`config.mk`:
```
export PLATFORM = sky130hd
export DESIGN_NAME = snake_sprite_sequencer_flat
export DESIGN_NICKNAME = d
export VERILOG_FILES = /design/src/rtl/snake_sprite_sequencer_if.sv /design/src/rtl/snake_sprite_sequencer.sv /design/src/flat_wrapper.sv
export SDC_FILE = /design/constraint.sdc
export NUM_CORES = 1
export LEC_CHECK = 0
export CORE_ASPECT_RATIO = 0.7
export CORE_UTILIZATION = 43
export CTS_CLUSTER_SIZE = 12
export DETAILED_ROUTE_END_ITERATION = 10
export GPL_TIMING_DRIVEN = 0
export PLACE_DENSITY = 0.75
export RECOVER_POWER = 100
export SLEW_MARGIN = 20
export SYNTH_ARGS = -nofsm -noshare
export SYNTH_HDL_FRONTEND = slang
export SYNTH_SLANG_ARGS = --single-unit
```
`constraint.sdc`:
```
create_clock -name vga_clk -period 19.8 [get_ports vga_clk]
set_input_delay 1.98 -clock vga_clk [delete_from_list [all_inputs] [get_ports vga_clk]]
set_output_delay 1.98 -clock vga_clk [all_outputs]
set_load 0.02 [all_outputs]
```
`src/rtl/snake_sprite_sequencer_if.sv`:
```
// Pixel-side bus between the video timing/colour mux and the snake sprite sequencer.
// The master drives the pixel position and snake state; the slave returns the ROM address and the aligned hit flag.
interface snake_sprite_sequencer_if #(
    parameter int unsigned ADDR_W = 13,
    parameter int unsigned ANIM_W = 1
);
    logic [9:0]        DrawX;
    logic [9:0]        DrawY;
    logic              blank;
    logic              vs;
    logic              enable;
    logic              moving;
    logic [9:0]        snake_x;
    logic [9:0]        snake_y;
    logic [1:0]        dir_in;
    logic [ADDR_W-1:0] rom_address;
    logic              hit;
    logic [ANIM_W-1:0] anim_frame;
    logic [1:0]        dir_cur;

    modport master (
        output DrawX, DrawY, blank, vs, enable, moving, snake_x, snake_y, dir_in,
        input  rom_address, hit, anim_frame, dir_cur
    );

    modport slave (
        input  DrawX, DrawY, blank, vs, enable, moving, snake_x, snake_y, dir_in,
        output rom_address, hit, anim_frame, dir_cur
    );
endinterface

```
`src/rtl/snake_sprite_sequencer.sv`:
```
// Snake sprite ROM sequencer: latches position/direction once per frame, steps the walk animation
// on a frame divider, and produces a per-pixel ROM address with a hit flag aligned to the ROM data.
module snake_sprite_sequencer #(
    parameter int unsigned SPR_W      = 21,
    parameter int unsigned SPR_H      = 45,
    parameter int unsigned NUM_DIRS   = 4,
    parameter int unsigned NUM_FRAMES = 2,
    parameter int unsigned FRAME_DIV  = 8,
    parameter int unsigned ROM_LAT    = 1,
    parameter int unsigned ADDR_W     = 13
) (
    input  logic                     vga_clk,
    input  logic                     reset,
    snake_sprite_sequencer_if.slave  bus
);
    localparam int unsigned ANIM_W    = (NUM_FRAMES > 1) ? $clog2(NUM_FRAMES) : 1;
    localparam int unsigned DIV_W     = (FRAME_DIV > 1) ? $clog2(FRAME_DIV) : 1;
    localparam int unsigned HIT_D     = 1 + ROM_LAT;
    localparam int unsigned SPR_AREA  = SPR_W * SPR_H;
    localparam int unsigned ROM_WORDS = NUM_DIRS * NUM_FRAMES * SPR_AREA;

    logic              vs_q;
    logic [9:0]        x_l_q, x_l_d;
    logic [9:0]        y_l_q, y_l_d;
    logic [1:0]        dir_q, dir_d;
    logic [DIV_W-1:0]  div_q, div_d;
    logic [ANIM_W-1:0] anim_q, anim_d;
    logic [ADDR_W-1:0] rom_q, rom_d;
    logic [HIT_D-1:0]  hit_pipe_q, hit_pipe_d;

    logic              fs_c;
    logic              in_box_c;
    logic [9:0]        dx_c, dy_c;
    logic [ADDR_W-1:0] frame_idx_c, addr_c;

    // Frame start: falling edge of vs against its registered copy
    assign fs_c = vs_q & ~bus.vs;

    // Per-frame latch of position/direction and animation stepping
    always_comb begin
        x_l_d  = x_l_q;
        y_l_d  = y_l_q;
        dir_d  = dir_q;
        div_d  = div_q;
        anim_d = anim_q;
        if (fs_c) begin
            x_l_d = bus.snake_x;
            y_l_d = bus.snake_y;
            dir_d = bus.dir_in;
            if (bus.enable && bus.moving) begin
                if (bus.dir_in != dir_q) begin
                    div_d  = '0;
                    anim_d = '0;
                end else if (div_q == DIV_W'(FRAME_DIV - 1)) begin
                    div_d  = '0;
                    anim_d = (anim_q == ANIM_W'(NUM_FRAMES - 1)) ? '0 : anim_q + ANIM_W'(1);
                end else begin
                    div_d = div_q + DIV_W'(1);
                end
            end
        end
    end

    // Hit window uses 11-bit upper bounds so a sprite near the right/bottom edge cannot wrap
    always_comb begin
        in_box_c = bus.blank & bus.enable
                 & (bus.DrawX >= x_l_q) & ({1'b0, bus.DrawX} < ({1'b0, x_l_q} + 11'(SPR_W)))
                 & (bus.DrawY >= y_l_q) & ({1'b0, bus.DrawY} < ({1'b0, y_l_q} + 11'(SPR_H)));
        dx_c        = bus.DrawX - x_l_q;
        dy_c        = bus.DrawY - y_l_q;
        frame_idx_c = ADDR_W'(dir_q) * ADDR_W'(NUM_FRAMES) + ADDR_W'(anim_q);
        addr_c      = frame_idx_c * ADDR_W'(SPR_AREA) + ADDR_W'(dy_c) * ADDR_W'(SPR_W) + ADDR_W'(dx_c);
        rom_d       = '0;
        if (in_box_c && (32'(addr_c) < ROM_WORDS)) begin
            rom_d = addr_c;
        end
        hit_pipe_d = HIT_D'({hit_pipe_q, in_box_c});
    end

    always_ff @(posedge vga_clk or posedge reset) begin
        if (reset) begin
            vs_q       <= 1'b1;
            x_l_q      <= '0;
            y_l_q      <= '0;
            dir_q      <= '0;
            div_q      <= '0;
            anim_q     <= '0;
            rom_q      <= '0;
            hit_pipe_q <= '0;
        end else begin
            vs_q       <= bus.vs;
            x_l_q      <= x_l_d;
            y_l_q      <= y_l_d;
            dir_q      <= dir_d;
            div_q      <= div_d;
            anim_q     <= anim_d;
            rom_q      <= rom_d;
            hit_pipe_q <= hit_pipe_d;
        end
    end

    assign bus.rom_address = rom_q;
    assign bus.hit         = hit_pipe_q[HIT_D-1];
    assign bus.anim_frame  = anim_q;
    assign bus.dir_cur     = dir_q;
endmodule

```
`src/flat_wrapper.sv`:
```
// flat-port wrapper written by rule: the top's interface ports become plain ports
module snake_sprite_sequencer_flat 
#(
    parameter int unsigned SPR_W      = 21,
    parameter int unsigned SPR_H      = 45,
    parameter int unsigned NUM_DIRS   = 4,
    parameter int unsigned NUM_FRAMES = 2,
    parameter int unsigned FRAME_DIV  = 8,
    parameter int unsigned ROM_LAT    = 1,
    parameter int unsigned ADDR_W     = 13
)
  (vga_clk, reset, bus_DrawX, bus_DrawY, bus_blank, bus_vs, bus_enable, bus_moving, bus_snake_x, bus_snake_y, bus_dir_in, bus_rom_address, bus_hit, bus_anim_frame, bus_dir_cur);
  snake_sprite_sequencer_if #(.ADDR_W(ADDR_W), .ANIM_W(1)) bus_i ();
  input  logic vga_clk;
  input  logic reset;
  input wire logic [$bits(bus_i.DrawX)-1:0] bus_DrawX;
  input wire logic [$bits(bus_i.DrawY)-1:0] bus_DrawY;
  input wire logic [$bits(bus_i.blank)-1:0] bus_blank;
  input wire logic [$bits(bus_i.vs)-1:0] bus_vs;
  input wire logic [$bits(bus_i.enable)-1:0] bus_enable;
  input wire logic [$bits(bus_i.moving)-1:0] bus_moving;
  input wire logic [$bits(bus_i.snake_x)-1:0] bus_snake_x;
  input wire logic [$bits(bus_i.snake_y)-1:0] bus_snake_y;
  input wire logic [$bits(bus_i.dir_in)-1:0] bus_dir_in;
  output wire logic [$bits(bus_i.rom_address)-1:0] bus_rom_address;
  output wire logic [$bits(bus_i.hit)-1:0] bus_hit;
  output wire logic [$bits(bus_i.anim_frame)-1:0] bus_anim_frame;
  output wire logic [$bits(bus_i.dir_cur)-1:0] bus_dir_cur;
  assign bus_i.DrawX = bus_DrawX;
  assign bus_i.DrawY = bus_DrawY;
  assign bus_i.blank = bus_blank;
  assign bus_i.vs = bus_vs;
  assign bus_i.enable = bus_enable;
  assign bus_i.moving = bus_moving;
  assign bus_i.snake_x = bus_snake_x;
  assign bus_i.snake_y = bus_snake_y;
  assign bus_i.dir_in = bus_dir_in;
  assign bus_rom_address = bus_i.rom_address;
  assign bus_hit = bus_i.hit;
  assign bus_anim_frame = bus_i.anim_frame;
  assign bus_dir_cur = bus_i.dir_cur;
  snake_sprite_sequencer #(.SPR_W(SPR_W), .SPR_H(SPR_H), .NUM_DIRS(NUM_DIRS), .NUM_FRAMES(NUM_FRAMES), .FRAME_DIV(FRAME_DIV), .ROM_LAT(ROM_LAT), .ADDR_W(ADDR_W)) u_core (.vga_clk(vga_clk), .reset(reset), .bus(bus_i));
endmodule
```
==> results.md, run 1 <==
- Area of the core: roughly 11000 um^2
- Core Rows: 32
- Delay-heaviest family, CP: adder cells
- Syn nets: between 700 and 800
- Routed WL: roughly 11 mm
- CTS Hold Bufs: 0
- Pre-CTS WS: 10840 ps
- R2R Setup Slk: 12580 ps
- Worst-Margin Slew: 1682 ps
- CP max stage cell: fa_1
- First-pass GRT wire length: 18.40 mm
- Buf/Inv on CP: 7
- Final setup margin: approximately 11000 ps
- Worst r2r path cells: 26
- Most frequent cells in the layout: inv_1 (112), ha_1 (91), o21ai_0 (47), clkdlybuf4s50_1 (43), dfrtp_1 (41)
- Syn Area/Cell: between 8 and 9 um^2
- Outcome: finished, violations left
- Main synth FF type: dfrtp_1
- Cts repair resizes: 0
- Sink Count: 42
- Period minus WS final: 9069 ps
- Vias per inst: ~5.1
- Die width: 132.0 um
- Routability cong.: approximately 0.89
- Antenna-violating nets left: 0
- CTS root buf: clkbuf_16
- Mapped cell area: 5085 um^2
- Max Cap Violations: 1
- Layout Nets: slightly above 800
- Hold path startpoint: u_core.hit_pipe_q[0]
- Crit. Startpoint: bus_DrawY[0]
- GRT Residual Overflow: 0
- Post-CTS Setup Inserts: 0
- P&R area growth vs syn: 18.97%
- Area leader, netlist: ha_1
- Port bufs: 64
- Netlist cell types: 58
- Final slew viol count: 33
- Crit start category: primary input
- Die Area: ~12000 um^2
- Commonest non-fill, non-tap cell in the layout: inv_1
- Initial core utilization: 0.4520
- Top post-synthesis cells by area: ha_1 (22%), dfrtp_1 (20%), fa_1 (12%), inv_1 (8.3%), xnor2_1 (5.5%)
- Chip height: approximately 93 um
- Number of global-route vias before repair: a little under 4000
- 1st-iter DRT viols: between 150 and 200
- Layout cell share with drive strength beyond 1: 0.02960
- Ys async rst share: 1.000
- Hold path cells: 0
- Post-synth EDFFs: 0
- CTS tree: done
- Tot GR Track Use: 0.1871
- CP required: approximately 20000 ps
- WS Path Type: in2reg
- Setup TNS: 0 ps
- Final instance area: 6050 um^2
- Via count: roughly 4100
- RR Endpoint: u_core.bus.rom_address[6]
- Max-slew headroom: -0.1215
- Pin count of the biggest net entering global routing: 33
- Final HPWL DP: slightly above 9 mm
- CP max FO: 10
- Clock Tree Buf Depth: 2
- Period utilisation layout: 0.4580
- Clock transition at the registers of the reported paths: about 60 ps
- CP arrival: ~9200 ps
- Number of buffers created by CTS: 5
- Synthesized flop and latch total: 42
- R2R Path Start: u_core.y_l_q[0]
- Register area share after synthesis: 0.2069
- Post-Place Cell Area: 5937 um^2
- Clock skew: roughly 7.8 ps
- Unrepaired setup endpoints after global routing: false
- Worst Hold End: u_core.hit_pipe_q[1]
- Antenna diode instance count: 0
- DRT Pass-1 Iters: 4
- Clk_lat worst skew: around 300 ps
- Critical Path Sink Type: flip-flop
- Post-Synthesis Cells: 569
- Hold crit path type: reg2reg
- Final hold vios: 0
- Failing checks: max-capacitance violations, max-slew violations
- CP peak stage delay: between 500 and 600 ps
- WL per Instance: 13.67 um
- Setup violators final: 0
- Io pins: 65
- DRC: 0
- YS warnings: 0
- Post-synth top area share: 0.2239
- Initial antenna violation count: 0
- H-tree depth: 2
- Fmax: around 0.11 GHz
[layer usage]
layer | vias up | part of all wire | routed length [um] | track usage
li1 | 2041 | - | - | -
met1 | 1924 | 0.49 | 5329 | 0.2630
met2 | 94 | 0.45 | 4914 | 0.3095
met3 | 7 | 0.053 | 574 | 0.02981
met4 | 0 | 0.0049 | 53 | 0.02616
met5 | - | 0 | 0 | 0
[worst max path at each step]
| stage | slack, ps | endpoint | cells after the start |
|---|---|---|---|
| after floorplan | 11870 | u_core.bus.rom_address[10] | 27 |
| after global placement | 10920 | u_core.bus.rom_address[9] | 28 |
| after detailed placement | 10840 | u_core.bus.rom_address[7] | 28 |
| after CTS | 11130 | u_core.bus.rom_address[7] | 28 |
| after global routing | 10340 | u_core.bus.rom_address[4] | 28 |
| final | 10730 | u_core.bus.rom_address[6] | 28 |
[metrics by stage]
stage | std cells | hold slack, ps | utilization
2_1_floorplan | 569 | 331.2 | -
3_3_place_gp | 786 | 337.2 | 0.5259
3_5_place_dp | 787 | 338.7 | 0.5277
4_1_cts | 795 | 344.3 | 0.5449
5_1_grt | 795 | 355.4 | 0.5377
6_report | 795 | 340.6 | 0.5377
[flip-flops by register name, summed over array words and instances (netlist names)]
register	count
u_core.bus.rom_address	13
u_core.x_l_q	10
u_core.y_l_q	10
u_core.div_q	3
u_core.bus.dir_cur	2
u_core.hit_pipe_q	2
u_core.bus.anim_frame	1
u_core.vs_q	1
[final cells by class]
cell class,instances,area [um^2]
fillers,985,5201
plain buffers,7,26.28
repair buffers,65,644.4
clock buffers,5,125.1
inverters,112,420.4
well taps,153,191.4
clock inverters,3,68.82
multi-input cells,408,3521
flip-flops and latches,42,1052
[cells in the mapped netlist, drive strengths merged (5+ instances only)]
library cell	instances
nand2b	5
nor3b	14
clkbuf	6
o21ai	48
ha	91
nand2	40
a21oi	19
dfrtp	41
nor2	27
nor3	10
inv	112
xnor2	33
nand3	10
xor2	9
nor2b	5
o21a	7
fa	30
a211oi	8
[cells by family (layout without fill, tap and decap cells)]
logic type      Yosys count  in the layout  synth area share
compound gates          108            108            0.1304
xor+xnor                 43             43           0.07825
fa+ha+maj               121            121            0.3420
buf+inv                 119            192           0.09104
flops                    42             42            0.2069
mux                       2              2          0.004183
simple gates            134            134            0.1471
Power of run 1 is not shown: default switching activity piles up to over one toggle a cycle in this logic, so the estimate is an artifact.
==> inputs of run 2 (changes only) <==
==> constraint.sdc (replaced) <==
create_clock -name vga_clk -period 9.38 [get_ports vga_clk]
set_input_delay 0.938 -clock vga_clk [delete_from_list [all_inputs] [get_ports vga_clk]]
set_output_delay 0.938 -clock vga_clk [all_outputs]
set_load 0.02 [all_outputs]
==> results of run 2 <==
The final DEF is identical to that of run 1. Status: finished, violations left: max-capacitance violations, max-slew violations.
Among the figures that moved: setup slack after placement 10840 ps -> 1467 ps; setup slack after layout 10730 ps -> 1353 ps; register-to-register setup slack 12580 ps -> 2160 ps
Power of run 2 is left out for the same reason.
==> inputs of run 3 (changes only) <==
--- a/config.mk
+++ b/config.mk
@@ -6,13 +6,14 @@
 export NUM_CORES = 1
 export LEC_CHECK = 0
 export CORE_ASPECT_RATIO = 0.7
-export CORE_UTILIZATION = 43
+export CORE_UTILIZATION = 38
 export CTS_CLUSTER_SIZE = 12
 export DETAILED_ROUTE_END_ITERATION = 10
 export GPL_TIMING_DRIVEN = 0
-export PLACE_DENSITY = 0.75
+export PLACE_DENSITY = 0.68
 export RECOVER_POWER = 100
 export SLEW_MARGIN = 20
 export SYNTH_ARGS = -nofsm -noshare
 export SYNTH_HDL_FRONTEND = slang
 export SYNTH_SLANG_ARGS = --single-unit
+export TNS_END_PERCENT = 10
==> results.md, run 3 (synthesized netlist as in run 1, its figures left out) <==
- Outcome: finished, violations left
- Failing checks: max-capacitance violations, max-slew violations
- Initial core utilization: 0.3998
- Final hold vios: 0
- Pin count of the biggest net entering global routing: 34
- Clock transition at the registers of the reported paths: around 60 ps
- Unrepaired setup endpoints after global routing: false
- CTS tree: done
- WL per Instance: 13.55 um
- CP peak stage delay: 550 ps
- Routed WL: 10.89 mm
- 1st-iter DRT viols: 206
- Fin cells: between 800 and 900
- Core Rows: 34
- Max-slew headroom: -0.1397
- CP arrival: between 8000 and 9000 ps
- Crit start category: primary input
- Max Cap Violations: 1
- Most frequent cells in the layout: inv_1 (112), ha_1 (91), o21ai_0 (47), clkdlybuf4s50_1 (43), dfrtp_1 (41)
- WS Path Type: in2reg
- RR Endpoint: u_core.bus.rom_address[5]
- Commonest non-fill, non-tap cell in the layout: inv_1
- Fmax: roughly 0.12 GHz
- Layout Nets: between 800 and 900
- DRT Pass-1 Iters: 4
- Worst r2r path cells: 26
- CP max FO: 10
- Met1 Wirelength: approximately 5.7 mm
- Number of buffers created by CTS: 5
- Sink Count: between 40 and 50
- Worst-Margin Slew: around 1700 ps
- CTS root buf: clkbuf_16
- H-tree depth: 2
- First-pass GRT wire length: roughly 18 mm
- Max reg flops: 13
- GRT Residual Overflow: 0
- CTS Hold Bufs: 0
- Vias per inst: 5.090
- Area of the core: roughly 13000 um^2
- CP max stage cell: fa_1
- Met3 WL post-DR: roughly 470 um
- Critical Path Sink Type: flip-flop
- Util after Layout: 0.4765
- Worst setup endpoint: u_core.bus.rom_address[5]
- Crit. Startpoint: bus_DrawY[0]
- Antenna diode instance count: 0
- R2R Setup Slk: about 2200 ps
- Tot GR Track Use: 0.1646
- Routability cong.: 0.8760
- Hold crit path type: reg2reg
- Met2 WL: approximately 4.7 mm
- Layout cell share with drive strength beyond 1: 0.02960
- CP required: approximately 9500 ps
- Clock skew: roughly 5.1 ps
- Placed Cells incl. Taps: about 800
- P&R area growth vs syn: 19.19%
- Max Used Layer: met4
- R2R Path Start: u_core.y_l_q[0]
- Via count: a little over 4000
- Final slew viol count: 34
- Clk_lat worst skew: ~290 ps
- Initial antenna violation count: 0
- Cts repair resizes: 0
- Setup TNS: 0 ps
- Fillcell total: about 1200
- Antenna-violating nets left: 0
- DRC: 0
- Post-CTS Setup Inserts: 0
- Period utilisation layout: 0.8534
- Io pins: between 60 and 70
- Die Area: ~14000 um^2
- Setup violators final: 0
- Period minus WS final: approximately 8000 ps
- Number of global-route vias before repair: 3919
- Clock Tree Buf Depth: 2
- Die width: approximately 140 um
- Port bufs: 64
- Fin Hold WS: between 300 and 400 ps
- Final HPWL DP: approximately 9.4 mm
- Chip height: between 90 and 100 um
## run 3: final cells by class
type	instances	area (um^2)	area share
Tap cell	162	202.7	0.03344
Clock inverter	3	68.82	0.01135
Clock buffer	5	125.1	0.02064
Inverter	112	420.4	0.06936
Sequential cell	42	1052	0.1736
Buffer	7	26.28	0.004335
Timing Repair Buffer	65	644.4	0.1063
Multi-Input combinational cell	408	3521	0.5809
## run 3: worst min path at each step
| stage | end | start | cells past startpoint |
|---|---|---|---|
| final | u_core.hit_pipe_q[1] | u_core.hit_pipe_q[0] | 0 |
| after global routing | u_core.hit_pipe_q[1] | u_core.hit_pipe_q[0] | 0 |
| after CTS | u_core.hit_pipe_q[1] | u_core.hit_pipe_q[0] | 0 |
| after detailed placement | u_core.hit_pipe_q[1] | u_core.hit_pipe_q[0] | 0 |
| after floorplan | u_core.hit_pipe_q[1] | u_core.hit_pipe_q[0] | 0 |
| after global placement | u_core.hit_pipe_q[1] | u_core.hit_pipe_q[0] | 0 |
## run 3: metal layers
layer / global-route usage / vias up
li1: - / 2046
met1: 0.2413 / 1935
met2: 0.2612 / 105
met3: 0.02915 / 6
met4: 0.01522 / 0
met5: 0 / -
## run 3: critical path, delay by kind of cell
kind	cells	cell delay, ps
AO/OA/AOI/OAI	6	990
XOR/XNOR	2	890
adder cells (fa/ha/maj)	8	3330
buffers and inverters	7	1180
AND/OR/NAND/NOR	5	820
## run 3: metrics by stage
| stage | setup slack [ps] | cell area [um^2] |
|---|---|---|
| finish | 1375 | 6061 |
| global route | 923.5 | 6061 |
| CTS | 1716 | 6142 |
| detailed placement | 1427 | 5948 |
| global placement | 1524 | 5928 |
| floorplan | 2493 | 5085 |
Power of run 3 is left out for the same reason.
